`src/rtl/regfile_seq.sv`:
```
// Sequencer that turns one read-read-(write) request into accesses on a single-port register file.
// Optional build macro REGFILE_SEQ_SKIP_X0_EN skips reads of x0 and returns 0 for them.
module regfile_seq #(
  parameter int XLEN = 32,
  parameter int AW   = 5
) (
  input  logic            clk,
  input  logic            rst,
  input  logic            req_valid,
  output logic            req_ready,
  input  logic [AW-1:0]   req_rs1,
  input  logic [AW-1:0]   req_rs2,
  input  logic [AW-1:0]   req_rd,
  input  logic            req_we,
  input  logic [XLEN-1:0] req_wdata,
  output logic            rsp_valid,
  input  logic            rsp_ready,
  output logic [XLEN-1:0] rsp_rs1_data,
  output logic [XLEN-1:0] rsp_rs2_data,
  output logic [AW-1:0]   rf_addr,
  output logic [XLEN-1:0] rf_in,
  output logic            rf_write,
  input  logic [XLEN-1:0] rf_out
);

  typedef enum logic [2:0] {
    IDLE,
    RD1,
    RD2,
    WR,
    RESP
  } state_t;

  state_t          r_state;
  state_t          w_next;

  logic [AW-1:0]   r_rs1;
  logic [AW-1:0]   r_rs2;
  logic [AW-1:0]   r_rd;
  logic            r_we;
  logic [XLEN-1:0] r_wdata;
  logic [XLEN-1:0] r_rs1_data;
  logic [XLEN-1:0] r_rs2_data;

  logic            w_accept;
  logic            w_do_write;

  assign w_accept   = req_valid && (r_state == IDLE);
  assign w_do_write = r_we && (r_rd != '0);

  assign req_ready    = (r_state == IDLE);
  assign rsp_valid    = (r_state == RESP);
  assign rsp_rs1_data = r_rs1_data;
  assign rsp_rs2_data = r_rs2_data;

  // NOTE: every output of a combinational block gets a default first, so no path leaves it unassigned and no latch is inferred.
  always_comb begin
    w_next = r_state;
    unique case (r_state)
      IDLE: begin
        if (w_accept) begin
`ifdef REGFILE_SEQ_SKIP_X0_EN
          if (req_rs1 != '0)                      w_next = RD1;
          else if (req_rs2 != '0)                 w_next = RD2;
          else if (req_we && (req_rd != '0))      w_next = WR;
          else                                    w_next = RESP;
`else
          w_next = RD1;
`endif
        end
      end
      RD1: begin
`ifdef REGFILE_SEQ_SKIP_X0_EN
        if (r_rs2 != '0)      w_next = RD2;
        else if (w_do_write)  w_next = WR;
        else                  w_next = RESP;
`else
        w_next = RD2;
`endif
      end
      RD2:     w_next = w_do_write ? WR : RESP;
      WR:      w_next = RESP;
      RESP:    if (rsp_ready) w_next = IDLE;
      default: w_next = IDLE;
    endcase
  end

  // The register-file port is parked at x0 with no write outside the access states.
  always_comb begin
    rf_addr  = '0;
    rf_in    = '0;
    rf_write = 1'b0;
    unique case (r_state)
      RD1: rf_addr = r_rs1;
      RD2: rf_addr = r_rs2;
      WR: begin
        rf_addr  = r_rd;
        rf_in    = r_wdata;
        rf_write = !rst && (r_rd != '0);
      end
      default: ;
    endcase
  end

  // NOTE: sequential state uses non-blocking assignments so every register samples pre-edge values.
  always_ff @(posedge clk) begin
    if (rst) begin
      r_state    <= IDLE;
      r_rs1      <= '0;
      r_rs2      <= '0;
      r_rd       <= '0;
      r_we       <= 1'b0;
      r_wdata    <= '0;
      r_rs1_data <= '0;
      r_rs2_data <= '0;
    end else begin
      r_state <= w_next;
      if (w_accept) begin
        r_rs1      <= req_rs1;
        r_rs2      <= req_rs2;
        r_rd       <= req_rd;
        r_we       <= req_we;
        r_wdata    <= req_wdata;
        // Results start at 0 so a skipped x0 read returns 0.
        r_rs1_data <= '0;
        r_rs2_data <= '0;
      end
      if (r_state == RD1) r_rs1_data <= rf_out;
      if (r_state == RD2) r_rs2_data <= rf_out;
    end
  end

endmodule
```
`config.mk`:
```
export PLATFORM = sky130hd
export DESIGN_NAME = regfile_seq
export DESIGN_NICKNAME = d
export VERILOG_FILES = /design/src/rtl/regfile_seq.sv
export SDC_FILE = /design/constraint.sdc
export NUM_CORES = 1
export LEC_CHECK = 0
export ABC_CLOCK_PERIOD_IN_PS = 3700
export CORE_ASPECT_RATIO = 0.5
export CORE_MARGIN = 2
export CORE_UTILIZATION = 36
export CTS_CLUSTER_DIAMETER = 50
export DETAILED_ROUTE_END_ITERATION = 10
export PLACE_DENSITY = 0.68
export SLEW_MARGIN = 20
export SYNTH_ARGS = -nofsm -noshare
export SYNTH_HDL_FRONTEND = slang
export SYNTH_SLANG_ARGS = --single-unit
export TNS_END_PERCENT = 50
```
`constraint.sdc`:
```
create_clock -name clk -period 3.7 [get_ports clk]
set_input_delay 0.37 -clock clk [delete_from_list [all_inputs] [get_ports clk]]
set_output_delay 0.37 -clock clk [all_outputs]
set_load 0.005 [all_outputs]
```
==> results.md, run 1 <==
- Die W: around 170 microns
- DP Worst Slack: 1090 ps
- Post-DP HPWL: between 8000 and 9000 microns
- Register area: 2300 sq um
- Setup crit start kind: flip-flop
- Setup TNS: 0 ps
- Final worst slack: 669 ps
- Avg WL per Cell: 14.8 microns
- # clock sinks: 115
- Final instance area: 7150 sq um
- Port buffer count: roughly 190
- Htree depth: 4
- Total cell area at the placement stage: 6590 sq um
- N_diodes: 0
- Leakage: 0.00247 uW
- ANT nets after route: 0
- Min Tclk post-route: between 3000 and 4000 ps
- Post-CTS Setup Inserts: 0
- Worst path top cell family by delay: buffers and inverters
- Worst hold path type: in2reg
- Post-DR vias/cell: 4.83
- Critical path endpoint category: output port
- # hold bufs at CTS: 0
- Wirelength, routed: 13600 microns
- IO Pins: 188
- Initial Utilization: 0.370
- RSZ-0062 raised after global routing: false
- Power Total: about 3300 uW
- Sequential share of the synthesized area: 0.488
- First-pass GRT wire length: 21800 microns
- Post-synthesis cell count: 576
- Area growth, synth to finish: 51.5%
- Drt first pass iters: 4
- Max-cap viol count: 0
- Pins Over Slew Limit: 0
- Clk root buf: clkbuf_16
- Area contributors post-synth: dfxtp_1 49%, nand2_1 13%, a21oi_1 12%
- Synth cell types: 31
- Leading area contributor after synthesis: dfxtp_1
- Crit path DAT: around 2700 ps
- NumNets Final: 820
- FMAX: around 330 MHz
- Clk pin slew, worst setup/hold paths: 60 ps
- Worst IR drop on VDD: 0.281 mV
- Num CTS Buffers: 17
- Syn_nets: 660
- Largest net degree at the start of global routing: 73
- Status: complete, no violations
- Post-synth EDFFs: 0
- GR Overflow Total: 0
- Vias: 4443
- CP Cell Sequence: inv_1, nor2_1, buf_4, and2_1, clkdlybuf4s50_1
- Fillers: 1169
- Syn. warnings: 0
- Post-synthesis register bit count: 115
- PostCTS Resize Cnt: 0
- Die height: 84.9 microns
- Die area: 14100 sq um
- Top-area cell type share of the netlist area: 0.488
- CP max stage delay: 780 ps
- Max clock buf depth: 2
- Power Dens Cells: 455 nW/um^2
- Max_slew headroom: 0.479
- Worst EP required: 3330 ps
- Initial antenna violation count: 0
- # DRC: 0
- Most used DFF post-synth: dfxtp_1
- Ys async rst share: 0
- Endpoints failing setup: 0
- Setup CP Type: reg2out
- Final core utilization: 0.561
- Critical path's slowest cell: dfxtp_1
- Worst skew pair latency: ~400 ps
- Std-Cell Rows: 29
- Core area: 12700 sq um
- Worst-Margin Slew: 782 ps
- Placer Congestion: 0.770
- Crit Path Max Fanout: 26
- Multi-input logic area: 2150 sq um
- Tcrit/Tclk final: 0.819
- CTS tree: built
- DR iter-0 viols: 244
- Ratio of cells with drive above 1 in the final layout: 0.108
- Post-Syn Area: 4720 sq um
- Avg Inst Size Synth: 8.19 sq um
- Count of final hold-check violations: 0
- Final Skew: 7.12 ps
- Vias in the first global route: 4274
- Gr usage total: 0.189
- WP buf/inv: 3
[final timing paths]
| path | slack, ps | startpoint | end | depth (start not counted) |
|---|---|---|---|---|
| setup / recovery | 670 | r_state[0] | rf_in[2] | 5 |
| hold / removal | 440 | rst | r_wdata[16] | 2 |
| setup reg to reg | 1470 | r_state[0] | rsp_rs2_data[24] | 4 |
| hold reg to reg | 450 | r_wdata[23] | r_wdata[23] | 2 |
[flip-flops by register name, summed over array words and instances, names as in the netlist]
register,count
r_state,3
r_rs1,5
r_we,1
rsp_rs2_data,32
rsp_rs1_data,32
r_rd,5
r_wdata,32
r_rs2,5
[worst register-to-register path, cell delays in order, from the launching register on]
cell and delay [ps]:
dfxtp_1 780, or4b_4 490, buf_4 550, nand3_1 150, a21oi_1 180
[placed cells by master, fill, tap and decap left out, types with 2 or more instances in the layout]
cell and n:
nor3b_4 2, and2_1 32, a21oi_1 114, buf_4 8, clkinvlp_4 7, nand3_2 30, nand2_1 161, nand2b_1 2
nor2_1 6, clkinv_2 4, nand3_1 35, clkdlybuf4s50_1 186, a22oi_1 4, inv_1 2, dfxtp_1 115, clkbuf_16 17
mux2_2 5
[cells in the mapped netlist, types with 2 or more instances]
cell type and count:
a22oi_1 4, nand2_1 161, clkbuf_1 32, and2_1 32, a21oi_1 114, nand3_1 35, buf_2 10, nor3b_2 2
buf_6 10, nor2_1 6, nand2b_1 2, mux2_2 5, inv_1 2, dfxtp_1 115, nand3_2 30
[power breakdown]
group,internal [uW],leakage [uW],switching [uW]
logic,189,0.00128,194
registers,1300,0.000937,44.0
clock network,936,0.000253,588
[kinds of logic after synthesis]
family | Yosys count | synth area share
buf+inv | 55 | 0.0624
simple gates | 279 | 0.304
mux | 5 | 0.0119
compound gates | 122 | 0.134
flops | 115 | 0.488
[through the flow]
stage | std cells | hold slack [ps]
2_1_floorplan | 576 | 432
3_3_place_gp | 887 | 441
3_5_place_dp | 887 | 443
4_1_cts | 919 | 424
5_1_grt | 919 | 442
6_report | 919 | 438
[final cells by class]
cell class,count,area share
sequential,115,0.322
inverter,2,0.00105
clock buffer,19,0.0620
tap,170,0.0298
clock inverter,13,0.0156
timing repair buffer,194,0.269
multi-input combinational,406,0.300
[per-layer routing]
| layer | wire, microns | share of wire | track usage |
|---|---|---|---|
| met1 | 6140 | 0.45 | 0.238 |
| met5 | 0 | 0 | 0 |
| met4 | 330 | 0.024 | 0.0791 |
| met3 | 521 | 0.038 | 0.0396 |
| met2 | 6610 | 0.49 | 0.320 |
No activity file was read; power rests on OpenSTA's default activity.
==> run 2: changes to the inputs <==
--- a/config.mk
+++ b/config.mk
@@ -5,13 +5,13 @@
 export SDC_FILE = /design/constraint.sdc
 export NUM_CORES = 1
 export LEC_CHECK = 0
-export ABC_CLOCK_PERIOD_IN_PS = 3700
+export ABC_CLOCK_PERIOD_IN_PS = 2700
 export CORE_ASPECT_RATIO = 0.5
 export CORE_MARGIN = 2
 export CORE_UTILIZATION = 36
 export CTS_CLUSTER_DIAMETER = 50
 export DETAILED_ROUTE_END_ITERATION = 10
-export PLACE_DENSITY = 0.68
+export PLACE_DENSITY = 0.71
 export SLEW_MARGIN = 20
 export SYNTH_ARGS = -nofsm -noshare
 export SYNTH_HDL_FRONTEND = slang
==> constraint.sdc (replaced) <==
create_clock -name clk -period 2.7 [get_ports clk]
set_input_delay 0.27 -clock clk [delete_from_list [all_inputs] [get_ports clk]]
set_output_delay 0.27 -clock clk [all_outputs]
set_load 0.005 [all_outputs]
==> run 2 against run 1 <==
Effect of this change: sequential share of layout area fell by 0.38 points; clock skew grew 1.5 ps; die area is the same; utilization increased by 0.67 points; first-iteration DRC count up 28%; critical endpoint is now rf_in[1]; largest cell class unchanged; sequential cell count stayed put; non-clock buffer count increased by 3; critical path type unchanged.
==> results.md, run 2 (synthesis gave the netlist of run 1 again) <==
- Setup TNS: 0 ps (unchanged)
- Min Tclk post-route: ~2400 ps
- NumNets Final: 823 (+0.37%)
- Max clock buf depth: 2 (unchanged)
- Net switching power: 1090 uW (+32%)
- CTS tree: built
- Final instance area: 7230 sq um (+1.2%)
- Max-cap viol count: 0 (unchanged)
- Status: complete, no violations
- Clock power frac: 0.481 (+0.013)
- Worst IR drop on VDD: 0.466 mV (+66%)
- Post-DR vias/cell: 4.81 (-0.57%)
- DR iter-0 viols: 312 (+28%)
- Initial Utilization: 0.370 (unchanged)
- Pins Over Slew Limit: 0 (unchanged)
- Total cell area at the placement stage: 6640 sq um (+0.72%)
- Critical path endpoint category: output port
- CP Cell Sequence: nand2b_1, nor2_2, buf_4, and2_1, clkdlybuf4s50_1
- Flop pwr share: 0.399 (-0.015)
- GR Overflow Total: 0 (unchanged)
- Max_slew headroom: 0.347 (-0.132)
- RSZ-0062 raised after global routing: false
- Wirelength, routed: 13400 microns (-1.5%)
- Ratio of cells with drive above 1 in the final layout: 0.113 (+0.00489)
- Die area: 14100 sq um (unchanged)
- Area growth, synth to finish: 53.3%
- Tcrit/Tclk final: 0.881
- Drt first pass iters: 4 (unchanged)
- Worst-Margin Slew: 979 ps (+197 ps)
- Comb pwr share: 0.120 (+0.002)
- Num CTS Buffers: 17 (unchanged)
- FMAX: 420 MHz
- Cell internal pwr: 3500 uW (+44%)
- Vias in the first global route: 4292 (+0.42%)
- Sw frac: 0.238 (-0.0164)
- Count of final hold-check violations: 0 (unchanged)
- IO Pins: 188 (unchanged)
- CP max stage delay: 530 ps (-250 ps)
- Endpoints failing setup: 0 (unchanged)
- Post-route insts no fill: 922 (+0.33%)
- N_diodes: 0 (unchanged)
- Clk root buf: clkbuf_16
- Leakage: 0.00253 uW (+2.6%)
- Std-Cell Rows: 29 (unchanged)
- Gr usage total: 0.188 (-0.00106)
- Avg WL per Cell: 14.5 microns (-1.8%)
- Htree depth: 4 (unchanged)
- # DRC: 0 (unchanged)
- Clk pin slew, worst setup/hold paths: 50 ps (about the same)
- ANT nets after route: 0 (unchanged)
- Core area: 12700 sq um (unchanged)
- Worst EP required: 2430 ps (-900 ps)
- # clock sinks: 115 (unchanged)
- Setup crit start kind: flip-flop
- Cells after DPL: 890 (+0.34%)
- DP Worst Slack: 576 ps (-515 ps)
- Critical path's slowest cell: clkdlybuf4s50_1
- Crit Path Max Fanout: 25 (-3.8%)
- Die W: 166 microns (unchanged)
- Final Skew: 8.62 ps (+1.49 ps)
- Power Dens Cells: 635 nW/um^2 (+40%)
- Crit path DAT: 2110 ps (-550 ps)
- Initial antenna violation count: 0 (unchanged)
- Final worst slack: 320 ps (-348 ps)
- Setup CP Type: reg2out
- Vias: 4432 (-0.25%)
- Placer Congestion: 0.776 (+0.81%)
- Die height: 84.9 microns (unchanged)
- Commonest non-fill, non-tap cells in the layout: 186 x clkdlybuf4s50_1, 161 x nand2_1, 115 x dfxtp_1
- Port buffer count: 187 (unchanged)
- Most common cell after layout, fill and taps aside: clkdlybuf4s50_1
- First-pass GRT wire length: 21600 microns (-0.79%)
- Largest net degree at the start of global routing: 93 (+27%)
- Worst skew pair latency: 390 ps (about the same)
- Post-DP HPWL: 8710 microns (-1.1%)
- Fillers: 1169 (unchanged)
- Worst hold path type: in2reg
-- run 2: cell count changes in the layout (fill, tap and decap cells not counted), moves of 2 or more --
cell        previous run  this run
clkinv_2               4         6
buf_12                 0         2
clkbuf_8               1         4
clkinvlp_4             7         2
-- run 2: critical path: cells and delay by family, from the launching register on --
kind	cells	cell delay, ps
buffers and inverters	2	820
AND/OR/NAND/NOR	3	580
flip-flops	1	310
-- run 2: final cells by class --
cell class | instances | area [sq um] | share of cell area
Clock buffer | 22 | 484 | 0.0670
Clock inverter | 10 | 105 | 0.0145
Inverter | 2 | 7.51 | 0.00104
Multi-Input combinational cell | 406 | 2150 | 0.297
Sequential cell | 115 | 2300 | 0.318
Tap cell | 170 | 213 | 0.0294
Timing Repair Buffer | 197 | 1970 | 0.272
-- run 2: layer usage --
layer	track usage	part of all wire	vias to the layer above
met2	0.320	0.48	118
li1	-	-	2243
met4	0.0648	0.018	0
met5	0	0	-
met3	0.0480	0.049	17
met1	0.235	0.45	2054
-- run 2: path summary, 6_finish.rpt --
kind | cells after the start | to | startpoint | slack, ps
max | 5 | rf_in[1] | r_state[2] | 320
min | 2 | r_wdata[9] | rst | 250
max reg2reg | 5 | rsp_rs2_data[3] | r_state[2] | 760
min reg2reg | 2 | r_wdata[23] | r_wdata[23] | 450
-- run 2: metrics by stage --
stage	hold WS, ps	utilization	power, uW
final	247	0.568	4590
after global routing	250	0.568	4780
after CTS	231	0.567	4640
after detailed placement	442	0.521	2420
after global placement	437	0.521	2410
after floorplan	406	-	2150
-- run 2: repair_timing --
item / in CTS / in global routing
buffers inserted: 0 / 0
hold buffers: 0 / 0
setup endpoints to repair: 0 / 19
resized for setup: 0 / 1
-- run 2: power by group through the flow --
| stage | sequential (uW) | combinational [uW] | clock (uW) |
|---|---|---|---|
| 2_1_floorplan | 1860 | 294 | 0 |
| 3_3_place_gp | 1870 | 548 | 0 |
| 3_5_place_dp | 1870 | 555 | 0 |
| 4_1_cts | 1830 | 557 | 2250 |
| 5_1_grt | 1840 | 606 | 2330 |
| 6_report | 1830 | 553 | 2210 |
==> run 3: changes to the inputs <==
--- a/config.mk
+++ b/config.mk
@@ -5,7 +5,6 @@
 export SDC_FILE = /design/constraint.sdc
 export NUM_CORES = 1
 export LEC_CHECK = 0
-export ABC_CLOCK_PERIOD_IN_PS = 2700
 export CORE_ASPECT_RATIO = 0.5
 export CORE_MARGIN = 2
 export CORE_UTILIZATION = 36
==> results of run 3 <==
No change in the layout: final DEF, timing and power equal those of run 2.
